===== src/rtl/tape_pkg.sv =====
`default_nettype none
// +----------------------------------------------------------------------+
// | tape_pkg: pulse classes, decoder states and default tape thresholds  |
// | Rev 1.0                                                              |
// +----------------------------------------------------------------------+
package tape_pkg;

  typedef enum logic [2:0] {
    CLS_NOISE = 3'd0,
    CLS_SYNC  = 3'd1,
    CLS_ZERO  = 3'd2,
    CLS_ONE   = 3'd3,
    CLS_PILOT = 3'd4,
    CLS_LONG  = 3'd5
  } pulse_class_e;

  typedef enum logic [2:0] {
    ST_IDLE   = 3'd0,
    ST_PILOT  = 3'd1,
    ST_SYNC2  = 3'd2,
    ST_BIT_H1 = 3'd3,
    ST_BIT_H2 = 3'd4
  } state_e;

  localparam int unsigned DEF_CNT_W     = 14;
  localparam int unsigned DEF_T_NOISE   = 1600;
  localparam int unsigned DEF_T_SYNC    = 3180;
  localparam int unsigned DEF_T_ZERO    = 5000;
  localparam int unsigned DEF_T_ONE     = 7800;
  localparam int unsigned DEF_T_PILOT   = 10000;
  localparam int unsigned DEF_PILOT_MIN = 256;

  // Thresholds are lower bounds of the next class up.
  function automatic pulse_class_e classify_width(
    input int unsigned width,
    input int unsigned t_noise,
    input int unsigned t_sync,
    input int unsigned t_zero,
    input int unsigned t_one,
    input int unsigned t_pilot
  );
    if (width < t_noise)      return CLS_NOISE;
    else if (width < t_sync)  return CLS_SYNC;
    else if (width < t_zero)  return CLS_ZERO;
    else if (width < t_one)   return CLS_ONE;
    else if (width < t_pilot) return CLS_PILOT;
    else                      return CLS_LONG;
  endfunction

endpackage
`default_nettype wire


===== src/rtl/tape_pulse_meter.sv =====
`default_nettype none
// +----------------------------------------------------------------------+
// | tape_pulse_meter: synchronises tape_in, measures and classifies      |
// | half-period widths, flags counter saturation.  Rev 1.0               |
// +----------------------------------------------------------------------+
module tape_pulse_meter
  import tape_pkg::*;
#(
  parameter int unsigned CNT_W   = DEF_CNT_W,
  parameter int unsigned T_NOISE = DEF_T_NOISE,
  parameter int unsigned T_SYNC  = DEF_T_SYNC,
  parameter int unsigned T_ZERO  = DEF_T_ZERO,
  parameter int unsigned T_ONE   = DEF_T_ONE,
  parameter int unsigned T_PILOT = DEF_T_PILOT
) (
  input  logic         clk14,
  input  logic         rst_n,
  input  logic         tape_in,
  output logic         pulse_stb,
  output pulse_class_e pulse_class,
  output logic         timeout_stb
);

  localparam logic [CNT_W-1:0] CNT_MAX = '1;
  localparam logic [CNT_W-1:0] CNT_PRE = CNT_MAX - 1'b1;

  logic [2:0]       sync_q, sync_d;
  logic [CNT_W-1:0] cnt_q, cnt_d;
  logic [CNT_W-1:0] width_q, width_d;
  logic             edge_q, edge_d;
  logic             pulse_stb_q, pulse_stb_d;
  logic             timeout_q, timeout_d;
  pulse_class_e     class_q, class_d;
  logic             edge_det;

  always_comb begin
    sync_d      = {sync_q[1:0], tape_in};
    edge_det    = sync_q[1] ^ sync_q[2];
    edge_d      = edge_det;
    width_d     = edge_det ? cnt_q : width_q;
    // An edge coinciding with saturation suppresses the timeout.
    timeout_d   = !edge_det && (cnt_q == CNT_PRE);
    if (edge_det)              cnt_d = '0;
    else if (cnt_q == CNT_MAX) cnt_d = cnt_q;
    else                       cnt_d = cnt_q + 1'b1;
    pulse_stb_d = edge_q;
    class_d     = class_q;
    if (edge_q) begin
      if (width_q >= CNT_PRE) class_d = CLS_LONG;
      else class_d = classify_width(int'(width_q), T_NOISE, T_SYNC, T_ZERO, T_ONE, T_PILOT);
    end
  end

  always_ff @(posedge clk14 or negedge rst_n) begin
    if (!rst_n) begin
      sync_q      <= '0;
      cnt_q       <= '0;
      width_q     <= '0;
      edge_q      <= 1'b0;
      pulse_stb_q <= 1'b0;
      timeout_q   <= 1'b0;
      class_q     <= CLS_NOISE;
    end else begin
      sync_q      <= sync_d;
      cnt_q       <= cnt_d;
      width_q     <= width_d;
      edge_q      <= edge_d;
      pulse_stb_q <= pulse_stb_d;
      timeout_q   <= timeout_d;
      class_q     <= class_d;
    end
  end

  assign pulse_stb   = pulse_stb_q;
  assign pulse_class = class_q;
  assign timeout_stb = timeout_q;

endmodule
`default_nettype wire


===== src/rtl/tape_decoder.sv =====
`default_nettype none
// +----------------------------------------------------------------------+
// | tape_decoder: ZX Spectrum tape block receiver (pilot, sync, bytes,   |
// | XOR checksum).  Rev 1.0                                              |
// +----------------------------------------------------------------------+
module tape_decoder
  import tape_pkg::*;
#(
  parameter int unsigned CNT_W     = DEF_CNT_W,
  parameter int unsigned T_NOISE   = DEF_T_NOISE,
  parameter int unsigned T_SYNC    = DEF_T_SYNC,
  parameter int unsigned T_ZERO    = DEF_T_ZERO,
  parameter int unsigned T_ONE     = DEF_T_ONE,
  parameter int unsigned T_PILOT   = DEF_T_PILOT,
  parameter int unsigned PILOT_MIN = DEF_PILOT_MIN
) (
  input  logic        clk14,
  input  logic        rst_n,
  input  logic        tape_in,
  input  logic        enable,
  output logic [7:0]  data,
  output logic        data_valid,
  output logic        block_start,
  output logic        block_end,
  output logic        checksum_ok,
  output logic [15:0] byte_count,
  output logic        err,
  output logic        busy
);

  localparam int unsigned       PCNT_W   = $clog2(PILOT_MIN + 1);
  localparam logic [PCNT_W-1:0] PCNT_SAT = PCNT_W'(PILOT_MIN);

  logic         pulse_stb;
  pulse_class_e pulse_class;
  logic         timeout_stb;

  tape_pulse_meter #(
    .CNT_W   (CNT_W),
    .T_NOISE (T_NOISE),
    .T_SYNC  (T_SYNC),
    .T_ZERO  (T_ZERO),
    .T_ONE   (T_ONE),
    .T_PILOT (T_PILOT)
  ) u_meter (
    .clk14       (clk14),
    .rst_n       (rst_n),
    .tape_in     (tape_in),
    .pulse_stb   (pulse_stb),
    .pulse_class (pulse_class),
    .timeout_stb (timeout_stb)
  );

  state_e            state_q, state_d;
  logic [PCNT_W-1:0] pcnt_q, pcnt_d;
  logic [2:0]        bit_idx_q, bit_idx_d;
  logic [7:0]        shift_q, shift_d;
  logic              bit_one_q, bit_one_d;
  logic [7:0]        checksum_q, checksum_d;
  logic [15:0]       byte_count_q, byte_count_d;
  logic [7:0]        data_q, data_d;
  logic              checksum_ok_q, checksum_ok_d;
  logic              data_valid_q, data_valid_d;
  logic              block_start_q, block_start_d;
  logic              block_end_q, block_end_d;
  logic              err_q, err_d;
  logic              abort;
  logic [7:0]        new_shift;

  always_comb begin
    state_d       = state_q;
    pcnt_d        = pcnt_q;
    bit_idx_d     = bit_idx_q;
    shift_d       = shift_q;
    bit_one_d     = bit_one_q;
    checksum_d    = checksum_q;
    byte_count_d  = byte_count_q;
    data_d        = data_q;
    checksum_ok_d = checksum_ok_q;
    data_valid_d  = 1'b0;
    block_start_d = 1'b0;
    block_end_d   = 1'b0;
    err_d         = 1'b0;
    abort         = 1'b0;
    new_shift     = {shift_q[6:0], bit_one_q};

    if (!enable) begin
      state_d = ST_IDLE;
      pcnt_d  = '0;
    end else if (pulse_stb) begin
      case (state_q)
        ST_IDLE: begin
          if (pulse_class == CLS_PILOT) begin
            state_d = ST_PILOT;
            pcnt_d  = PCNT_W'(1);
          end
        end
        ST_PILOT: begin
          if (pulse_class == CLS_PILOT) begin
            if (pcnt_q != PCNT_SAT) pcnt_d = pcnt_q + PCNT_W'(1);
          end else if (pulse_class == CLS_SYNC && pcnt_q >= PCNT_SAT) begin
            state_d = ST_SYNC2;
            pcnt_d  = '0;
          end else begin
            state_d = ST_IDLE;
            pcnt_d  = '0;
          end
        end
        ST_SYNC2: begin
          if (pulse_class == CLS_SYNC) begin
            state_d       = ST_BIT_H1;
            block_start_d = 1'b1;
            checksum_d    = '0;
            byte_count_d  = '0;
            bit_idx_d     = '0;
            checksum_ok_d = 1'b0;
          end else begin
            state_d = ST_IDLE;
          end
        end
        ST_BIT_H1: begin
          if (pulse_class == CLS_ZERO || pulse_class == CLS_ONE) begin
            bit_one_d = (pulse_class == CLS_ONE);
            state_d   = ST_BIT_H2;
          end else begin
            abort = 1'b1;
          end
        end
        ST_BIT_H2: begin
          if ((pulse_class == CLS_ONE && bit_one_q) || (pulse_class == CLS_ZERO && !bit_one_q)) begin
            shift_d   = new_shift;
            bit_idx_d = bit_idx_q + 3'd1;
            state_d   = ST_BIT_H1;
            if (bit_idx_q == 3'd7) begin
              data_d       = new_shift;
              data_valid_d = 1'b1;
              checksum_d   = checksum_q ^ new_shift;
              byte_count_d = byte_count_q + 16'd1;
            end
          end else begin
            abort = 1'b1;
          end
        end
        default: state_d = ST_IDLE;
      endcase
    end else if (timeout_stb) begin
      case (state_q)
        ST_PILOT, ST_SYNC2: begin
          state_d = ST_IDLE;
          pcnt_d  = '0;
        end
        ST_BIT_H1: begin
          // Silence on a byte boundary is the normal end of a block.
          if (bit_idx_q == 3'd0) begin
            state_d       = ST_IDLE;
            block_end_d   = 1'b1;
            checksum_ok_d = (checksum_q == 8'd0) && (byte_count_q != 16'd0);
          end else begin
            abort = 1'b1;
          end
        end
        ST_BIT_H2: abort = 1'b1;
        default: ;
      endcase
    end

    if (abort) begin
      state_d       = ST_IDLE;
      err_d         = 1'b1;
      block_end_d   = 1'b1;
      checksum_ok_d = 1'b0;
    end
  end

  always_ff @(posedge clk14 or negedge rst_n) begin
    if (!rst_n) begin
      state_q       <= ST_IDLE;
      pcnt_q        <= '0;
      bit_idx_q     <= '0;
      shift_q       <= '0;
      bit_one_q     <= 1'b0;
      checksum_q    <= '0;
      byte_count_q  <= '0;
      data_q        <= '0;
      checksum_ok_q <= 1'b0;
      data_valid_q  <= 1'b0;
      block_start_q <= 1'b0;
      block_end_q   <= 1'b0;
      err_q         <= 1'b0;
    end else begin
      state_q       <= state_d;
      pcnt_q        <= pcnt_d;
      bit_idx_q     <= bit_idx_d;
      shift_q       <= shift_d;
      bit_one_q     <= bit_one_d;
      checksum_q    <= checksum_d;
      byte_count_q  <= byte_count_d;
      data_q        <= data_d;
      checksum_ok_q <= checksum_ok_d;
      data_valid_q  <= data_valid_d;
      block_start_q <= block_start_d;
      block_end_q   <= block_end_d;
      err_q         <= err_d;
    end
  end

  assign data        = data_q;
  assign data_valid  = data_valid_q;
  assign block_start = block_start_q;
  assign block_end   = block_end_q;
  assign checksum_ok = checksum_ok_q;
  assign byte_count  = byte_count_q;
  assign err         = err_q;
  assign busy        = (state_q != ST_IDLE);

endmodule
`default_nettype wire


===== config.mk =====
export PLATFORM = sky130hd
export DESIGN_NAME = tape_decoder
export DESIGN_NICKNAME = d
export VERILOG_FILES = /design/src/rtl/tape_pkg.sv /design/src/rtl/tape_pulse_meter.sv /design/src/rtl/tape_decoder.sv
export SDC_FILE = /design/constraint.sdc
export NUM_CORES = 1
export LEC_CHECK = 0
export CAP_MARGIN = 20
export CORE_MARGIN = 2
export CORE_UTILIZATION = 55
export DETAILED_ROUTE_END_ITERATION = 10
export PLACE_DENSITY = 0.75
export SLEW_MARGIN = 5
export SYNTH_ARGS = -nofsm -noshare
export SYNTH_HDL_FRONTEND = slang
export SYNTH_HIERARCHICAL = 1
export SYNTH_SLANG_ARGS = --single-unit
export TNS_END_PERCENT = 50

===== constraint.sdc =====
create_clock -name clk14 -period 3.7 [get_ports clk14]
set_input_delay 0.37 -clock clk14 [delete_from_list [all_inputs] [get_ports clk14]]
set_output_delay 0.37 -clock clk14 [all_outputs]
set_load 0.02 [all_outputs]

==> results of run 1 <==
==> metrics by stage <==
stage          area (um2)  setup WS (ns)  std cells
2_1_floorplan        5030           1.76        514
3_3_place_gp         5410          0.747        637
3_5_place_dp         5410          0.643        637
4_1_cts              5600           1.01        654
5_1_grt              5600          0.711        654
6_report             5600          0.967        654
==> state kept, by name (all words and copies together) (netlist names), 3 cells and up <==
signal,cells
bit_idx_q,3
byte_count,16
checksum_q,8
data,8
pcnt_q,9
shift_q,7
state_q,3
u_meter/cnt_q,14
u_meter/pulse_class,3
u_meter/sync_q,3
u_meter/width_q,13
==> layer usage <==
layer / GRT usage / wire, um / vias up
met4: 0.0811 / 167 / 0
met1: 0.289 / 4600 / 1914
met5: 0 / 0 / -
met3: 0.0422 / 312 / 15
li1: - / - / 1881
met2: 0.345 / 4720 / 79
==> final timing paths <==
check,startpoint,end,slack (ns),depth (start not counted)
worst max-delay path,enable,pcnt_q[4],0.97,6
worst min-delay path,u_meter/sync_q[0],u_meter/sync_q[1],0.36,0
worst max register to register,u_meter/pulse_class[0],pcnt_q[4],1.09,5
worst min register to register,u_meter/sync_q[0],u_meter/sync_q[1],0.36,0
max in group asynchronous,rst_n,u_meter/width_q[10],2.39,3
min in group asynchronous,rst_n,byte_count[7],0.43,2
==> power groups by stage <==
stage                     Sequential [mW]  Combinational [mW]  Clock, mW
after floorplan                      1.10              0.0892          0
after global placement               1.12               0.120          0
after detailed placement             1.12               0.124          0
after CTS                            1.10               0.125      0.660
after global routing                 1.10               0.143      0.711
final                                1.10               0.123      0.641
==> final cells by class <==
type	instances	area (um2)	share of cell area
multi-input cells	375	2420	0.433
well taps	108	135	0.0241
flip-flops and latches	96	2400	0.429
clock inverters	5	41.3	0.00737
clock buffers	11	141	0.0252
inverters	18	67.6	0.0121
repair buffers	41	390	0.0697
==> cells in the final DEF (no fill, tap or decap), drive strengths merged, types with 3 or more instances in the layout <==
| master | count |
|---|---|
| a211oi | 8 |
| or3 | 7 |
| or4 | 4 |
| ha | 9 |
| a21oi | 18 |
| a21o | 3 |
| o41ai | 4 |
| xor2 | 10 |
| nor3b | 3 |
| nand2b | 7 |
| a2111oi | 4 |
| buf | 8 |
| inv | 19 |
| nor2b | 6 |
| nor4 | 12 |
| and4 | 3 |
| clkdlybuf4s50 | 32 |
| dfrtp | 96 |
| nand4 | 19 |
| a22o | 4 |
| mux2 | 8 |
| mux2i | 4 |
| clkinv | 3 |
| xnor2 | 15 |
| clkbuf | 11 |
| o21ai | 23 |
| nor3 | 5 |
| and3 | 4 |
| nand2 | 90 |
| nand3b | 4 |
| nand3 | 26 |
| nor2 | 43 |
| o31ai | 6 |
==> cell families (layout without fill, tap and decap cells) <==
| group | Yosys count | in the layout | synth area share |
|---|---|---|---|
| AND/OR/NAND/NOR | 241 | 241 | 0.247 |
| flip-flops | 96 | 96 | 0.478 |
| AO/OA/AOI/OAI | 88 | 88 | 0.140 |
| buffers and inverters | 43 | 75 | 0.0416 |
| XOR/XNOR | 25 | 25 | 0.0451 |
| multiplexers | 12 | 12 | 0.0259 |
| adder cells (fa/ha/maj) | 9 | 9 | 0.0224 |
==> worst max-delay path, stage by stage <==
cell	delay, ns
clkdlybuf4s50_1	0.66
and2_1	0.39
nand4_1	0.46
o221ai_1	0.80
o21ai_0	0.19
o31ai_1	0.11
==> impl_metrics.csv, run 1 <==
group,metric,value,unit
cts,ctsHtreeMaxLevel,3,
power_and_ir_drop,totalPowerFinal,1.86,mW
synth,yosysMostFrequentCell,"dfrtp_1",
power_and_ir_drop,p_switching,0.482,mW
layout,areaGrowthSynthToFinish,11.5,%
timing,final_max_slew_viol_count,0,
power_and_ir_drop,seqPwrFrac,0.589,
power_and_ir_drop,p_per_area,332,nW/um2
cts,cts.sinks,96,
critical_path,path_max_fanout,12,
synth,ys_seq_elements,96,
die,die_area,9920,um2
critical_path,start_kind,"primary input",
placement,hpwlAfterDp,6.87,mm
timing,setup_tns,0,ns
drt,num_vias,3889,
timing,fmax,366,MHz
synth,synth_common_cells,"dfrtp_1 (96), nand2_1 (89), nor2_1 (43)",
cts,clk_pin_slew,0.09,ns
cts,cts_tree,"built",
die,die_w,99.6,um
die,pin_count,34,
power_and_ir_drop,internal-power,1.38,mW
layout,fin_nets,554,
drt,drt_iter0_markers,199,
cts,clockRootBuffer,"clkbuf_8",
synth,synth_cell_types,65,
timing,period_minus_slack,2.73,ns
drt,routed_wl,9.81,mm
die,core,8810,um2
synth,avgSynthCellArea,9.78,um2
synth,ys.warnings.count,6,
layout,diodes,0,
timing,tightest_slew,0.794,ns
timing,clock_skew,0.00853,ns
die,die-height,99.6,um
cts,postCtsHoldBufs,1,
critical_path,setup.worst_path.class,"in -> reg",
die,row_count,34,
power_and_ir_drop,p_comb_frac,0.066,
timing,worst_slew_margin_rel,0.471,
global_route,grt_antenna_before_repair,0,
drt,drtPass1Iterations,4,
synth,async_reset_ff_frac,1.00,
synth,synth_cells,514,
global_route,grt_pass1_vias,3729,
layout,fillers,726,
synth,synth_top_area_frac,0.478,
synth,synth_area,5030,um2
critical_path,arrival,2.99,ns
synth,yosys_most_used_dff,"dfrtp_1",
cts,post_cts_buffers,0,
critical_path,critical_path_required,3.96,ns
layout,drive_gt1_frac,0.0989,
critical_path,cp-end-kind,"flop",
placement,io_buffers,33,
drt,wl_per_cell,15.0,um
global_route,grt_overflow_total,0,
run,maxCapViolations,0,
power_and_ir_drop,netSwitchingFraction,0.259,
timing,fin_crit_sh,0.739,
synth,yosys.area.top_type,"dfrtp_1",
cts,cts_buffers,9,
timing,fin_hold_ws,0.356,ns
timing,hold_viol,0,
synth,synth.area.top_cells,"dfrtp_1 (48%), nand2_1 (6.6%), nor2_1 (3.2%)",
die,start_util,0.571,
placement,gp_congestion,0.923,
drt,drt.antenna.violating_nets,0,
global_route,grt_start_max_net_pins,46,
power_and_ir_drop,p_leak,2.57,nW
cts,cts_resized,0,
global_route,grt_pass1_wl,17.3,mm
layout,utilization,0.636,
drt,drc,0,
power_and_ir_drop,clkPwrFrac,0.345,
synth,syn-num-nets,527,
synth,synth-edff-count,0,
timing,rsz0062_at_grt,"false",
drt,routed_via_density,5.95,
cts,clockBufferDepth,2,
power_and_ir_drop,vdd_ir_drop_max,0.211,mV
timing,setup_viol,0,
synth,yosysSeqAreaShare,0.478,
global_route,grt_usage,0.214,
min_path,hold_class,"reg -> reg",
run_status,status,"finished, final reports clean",
cts,clock_latency,0.36,ns
No activity file was read; power rests on OpenSTA's default activity.
==> run 2, diff against run 1 <==
clock period = 2.6 ns   (was 3.7 ns; I/O delays follow)
==> run 2 against run 1 <==
Clock skew grew 0.0030 ns. Power grew 43%. Final cell count grew 0.92%. Cell area is 1.2% higher. Sequential share of layout area shrank 0.51 points. Clock-buffer cell count unchanged. Clock power grew 41%. Sequential cell count unchanged. Sequential power increased by 41%. Setup slack lost 0.52 ns. Global-route usage shrank 0.29 points. Critical endpoint is now pcnt_q[2].
==> impl_metrics.csv, run 2 (synthesis gave the netlist of run 1 again) <==
group,metric,value,unit
global_route,grt_pass1_wl,17.3,mm
timing,tightest_slew,0.601,ns
layout,layoutNonFillerInstCount,660,
cts,cts.sinks,96,
global_route,grt_start_max_net_pins,97,
critical_path,critical_path_required,2.84,ns
critical_path,arrival,2.40,ns
layout,utilization,0.644,
cts,clk_pin_slew,0.09,ns
layout,fin_nets,560,
cts,cts_resized,0,
power_and_ir_drop,clkPwrFrac,0.341,
cts,ctsHtreeMaxLevel,3,
global_route,grt_usage,0.211,
power_and_ir_drop,netSwitchingFraction,0.257,
timing,rsz0062_at_grt,"false",
run_status,status,"finished, final reports clean",
drt,drt.antenna.violating_nets,0,
power_and_ir_drop,p_comb_frac,0.074,
min_path,hold_class,"in -> reg",
placement,gp_congestion,0.887,
die,pin_count,34,
critical_path,cp-end-kind,"flop",
cts,clock_latency,0.36,ns
layout,diodes,0,
placement,placedCellCount,643,
critical_path,path_common_cell,"buf_4",
layout,final_cell_mix,"dfrtp_1 (96), nand2_1 (89), nor2_1 (43)",
power_and_ir_drop,p_per_area,468,nW/um2
layout,fillers,718,
die,die_area,9920,um2
critical_path,setup.worst_path.class,"reg -> reg",
placement,hpwlAfterDp,6.85,mm
cts,cts_buffers,9,
power_and_ir_drop,p_switching,0.682,mW
power_and_ir_drop,vdd_ir_drop_max,0.302,mV
layout,layout_commonest_cell,"dfrtp_1",
global_route,grt_pass1_vias,3791,
critical_path,cpMaxStageDelayCell,"dfrtp_1",
power_and_ir_drop,p_leak,2.61,nW
timing,setup_tns,0,ns
critical_path,slowest_delay,0.40,ns
drt,drt_iter0_markers,156,
critical_path,path_max_fanout,15,
critical_path,critical-path-top-delay-family,"compound AO/OA/AOI/OAI gates",
die,start_util,0.571,
timing,clock_skew,0.0115,ns
cts,cts_tree,"built",
die,core,8810,um2
drt,num_vias,3829,
timing,worst_slew_margin_rel,0.599,
drt,drtPass1Iterations,5,
die,die_w,99.6,um
timing,fmax,465,MHz
die,row_count,34,
timing,fin_crit_sh,0.827,
critical_path,crit_chain,"buf_4 -> or3_1 -> o31a_1 -> o221ai_1 -> buf_4 -> o21ai_0 -> o41ai_1",
cts,clockBufferDepth,2,
cts,clockRootBuffer,"clkbuf_8",
power_and_ir_drop,internal-power,1.97,mW
timing,hold_viol,0,
run,maxCapViolations,0,
global_route,grt_antenna_before_repair,0,
layout,areaGrowthSynthToFinish,12.8,%
timing,period_minus_slack,2.15,ns
timing,setup_viol,0,
die,die-height,99.6,um
timing,final_max_slew_viol_count,0,
drt,routed_via_density,5.80,
drt,routed_wl,9.69,mm
drt,wl_per_cell,14.7,um
drt,drc,0,
critical_path,start_kind,"flop",
critical_path,cp_num_buf_inv,2,
global_route,grt_overflow_total,0,
layout,drive_gt1_frac,0.109,
placement,io_buffers,33,
power_and_ir_drop,seqPwrFrac,0.585,
layout,largest_reg_flops,16,
run 2: cell types whose count changed in the layout (fill, tap and decap cells not counted):
cell,delta
buf_12,+2
clkinv_4,-1
inv_8,-1
inv_6,+2
buf_4,+4
run 2: worst register-to-register path, cell delays in order, from the launching register on:
cell and delay [ns]:
dfrtp_1 0.40, buf_4 0.19, or3_1 0.38, o31a_1 0.30, o221ai_1 0.40, buf_4 0.23, o21ai_0 0.08, o41ai_1 0.07
run 2: final timing paths:
kind                                    from           endpoint  slack (ns)  cells after the start
hold / removal                       tape_in  u_meter/sync_q[0]        0.34                      1
setup / recovery                  state_q[0]          pcnt_q[2]        0.45                      7
max in group asynchronous              rst_n          pcnt_q[8]        1.72                      3
setup reg to reg                  state_q[0]          pcnt_q[2]        0.45                      7
min in group asynchronous              rst_n      byte_count[7]        0.46                      3
hold reg to reg            u_meter/sync_q[0]  u_meter/sync_q[1]        0.36                      0
run 2: layer usage:
layer  vias up  part of all wire  routed length [um]  track usage
met5         -                 0                   0            0
met4         0             0.013                 123       0.0738
li1       1882                 -                   -            -
met2        72              0.48                4650        0.348
met3        15             0.038                 365       0.0443
met1      1860              0.47                4550        0.279
run 2: through the flow:
step                      hold slack, ns  setup slack (ns)  power (mW)  area (um2)
after floorplan                  -0.0356             0.663        1.70        5030
after global placement             0.333             0.482        1.77        5480
after detailed placement           0.340             0.464        1.78        5480
after CTS                          0.320             0.457        2.69        5670
after global routing               0.320             0.242        2.79        5670
final                              0.336             0.449        2.65        5670
run 2: repair_timing:
item                      CTS  global route
setup buffers               0             0
hold buffers                1             0
hold endpoints to repair   96             0
run 2: layout make-up:
cell class	instances	area (um2)	area share
multi-input combinational	375	2420	0.427
sequential	96	2400	0.424
timing repair buffer	47	460	0.0812
clock buffer	11	141	0.0249
tap	108	135	0.0238
inverter	18	67.6	0.0119
clock inverter	5	38.8	0.00684
run 2: power groups by stage:
stage,logic [mW],clock network (mW),registers (mW)
floorplan,0.127,0,1.57
global placement,0.194,0,1.58
detailed placement,0.196,0,1.58
CTS,0.199,0.940,1.55
global route,0.225,1.00,1.56
finish,0.196,0.905,1.55
==> run 3, diff against run 2 <==
CORE_UTILIZATION = 53   (was 55)
PLACE_DENSITY = 0.76   (was 0.75)
clock period = 1.9 ns   (was 2.6 ns; I/O delays follow)
==> run 3 against run 2 <==
Sequential share of layout area down 2.8 points. Clock-buffer cell count down 1. Global-route usage down 0.11 points. Core utilization up 1.5 points. Wire length up 8.6%. Hold slack worse by 0.060 ns. Critical endpoint is now shift_q[6]. Critical path depth down 2. Sequential cell count unchanged. Largest cell class unchanged. Sequential power up 37%.
==> impl_metrics.csv, run 3 (synthesis gave the netlist of run 1 again) <==
group,metric,value,unit
die,start_util,0.544,
min_path,hold_class,"in -> reg",
layout,utilization,0.659,
critical_path,critical_path_required,2.15,ns
critical_path,critical-path-top-delay-family,"simple AND/OR/NAND/NOR gates",
global_route,grt_antenna_before_repair,0,
layout,fillers,722,
critical_path,slowest_delay,0.45,ns
cts,clock_latency,0.37,ns
layout,final_area,6090,um2
power_and_ir_drop,vdd_ir_drop_max,0.460,mV
layout,diodes,0,
layout,layout_commonest_cell,"dfrtp_1",
timing,rsz0062_at_grt,"true",
drt,drtPass1Iterations,5,
placement,gp_congestion,0.953,
cts,clk_pin_slew,0.10,ns
layout,final_cell_mix,"dfrtp_1 (93), nand2_1 (88), nor2_1 (43)",
global_route,grt_usage,0.210,
cts,cts_tree,"built",
power_and_ir_drop,p_per_area,604,nW/um2
timing,period_minus_slack,1.89,ns
timing,worst_slew_margin_rel,0.694,
layout,largest_reg_flops,16,
drt,drc,0,
drt,wl_per_cell,14.7,um
critical_path,setup.worst_path.class,"reg -> reg",
cts,ctsHtreeMaxLevel,3,
timing,final_max_slew_viol_count,0,
critical_path,cp_num_buf_inv,2,
die,pin_count,34,
run_status,status,"finished, final reports clean",
drt,num_vias,4039,
timing,hold_viol,0,
drt,routed_wl,10.5,mm
critical_path,path_max_fanout,10,
critical_path,arrival,2.13,ns
cts,clockBufferDepth,2,
cts,clockRootBuffer,"clkbuf_8",
die,core,9240,um2
layout,areaGrowthSynthToFinish,21.1,%
critical_path,cpMaxStageDelayCell,"dfrtp_2",
critical_path,start_kind,"flop",
global_route,grt_start_max_net_pins,32,
placement,place_area,5740,um2
global_route,grt_pass1_wl,17.3,mm
layout,drive_gt1_frac,0.186,
critical_path,cp-end-kind,"flop",
drt,drt.antenna.violating_nets,0,
cts,cts.sinks,96,
drt,drt_iter0_markers,171,
drt,routed_via_density,5.64,
timing,clock_skew,0.0190,ns
run,maxCapViolations,0,
power_and_ir_drop,p_leak,2.82,nW
placement,io_buffers,33,
layout,fin_nets,596,
global_route,grt_overflow_total,0,
placement,hpwlAfterDp,7.29,mm
critical_path,crit_chain,"or3b_4 -> nor4_4 -> buf_6 -> clkbuf_16 -> mux2_2",
timing,tightest_slew,0.455,ns
timing,setup_viol,0,
die,row_count,35,
die,die-height,101,um
timing,fmax,530,MHz
global_route,grt_pass1_vias,3764,
die,die_w,101,um
cts,cts_buffers,9,
timing,fin_crit_sh,0.993,
die,die_area,10300,um2
==> run 3: worst paths after layout <==
path | start | endpoint | slack (ns) | depth (start not counted)
setup reg to reg | state_q[2] | shift_q[6] | 0.01 | 5
max in group asynchronous | rst_n | u_meter/cnt_q[13] | 0.99 | 3
hold / removal | tape_in | u_meter/sync_q[0] | 0.28 | 1
setup / recovery | state_q[2] | shift_q[6] | 0.01 | 5
hold reg to reg | u_meter/sync_q[0] | u_meter/sync_q[1] | 0.35 | 0
min in group asynchronous | rst_n | byte_count[6] | 0.29 | 2
==> run 3: routing by layer <==
layer / share of wire / vias to the layer above / global-route usage
met4: 0.013 / 0 / 0.0811
met5: 0 / - / 0
met1: 0.46 / 1966 / 0.286
li1: - / 1967 / -
met3: 0.043 / 11 / 0.0373
met2: 0.48 / 95 / 0.338
==> run 3: stage by stage <==
step	TNS [ns]	power (mW)	std cells	worst slack, ns	hold slack, ns
floorplan	0	2.32	514	0.00882	-0.106
global placement	0	2.46	694	0.00127	0.151
detailed placement	-0.182	2.46	694	-0.0541	0.154
CTS	0	3.69	710	0.00448	0.264
global route	-0.575	3.85	716	-0.0489	0.263
finish	0	3.68	716	0.0139	0.277
==> run 3: timing repair <==
item | CTS | global route
setup buffers | 0 | 3
gates cloned | 0 | 3
gates resized for setup | 3 | 22
hold buffers | 1 | 0
pin swaps | 0 | 4
hold endpoints to repair | 28 | 0
setup endpoints to repair | 15 | 35
==> run 3: worst register-to-register path, cell delays in order, from the launching register on <==
cell and delay (ns):
dfrtp_2 0.45, or3b_4 0.41, nor4_4 0.26, buf_6 0.17, clkbuf_16 0.16, mux2_2 0.33
==> run 3: layout make-up <==
type / instances / area (um2) / share of cell area
Multi-Input combinational cell: 375 / 2460 / 0.405
Sequential cell: 96 / 2410 / 0.395
Timing Repair Buffer: 83 / 811 / 0.133
Tap cell: 129 / 161 / 0.0265
Clock buffer: 10 / 138 / 0.0226
Inverter: 18 / 67.6 / 0.0111
Clock inverter: 5 / 40.0 / 0.00658
==> run 3: power by group <==
part,switching [mW],total [mW],internal (mW)
logic,0.186,0.312,0.125
registers,0.0475,2.13,2.08
clock network,0.719,1.24,0.517
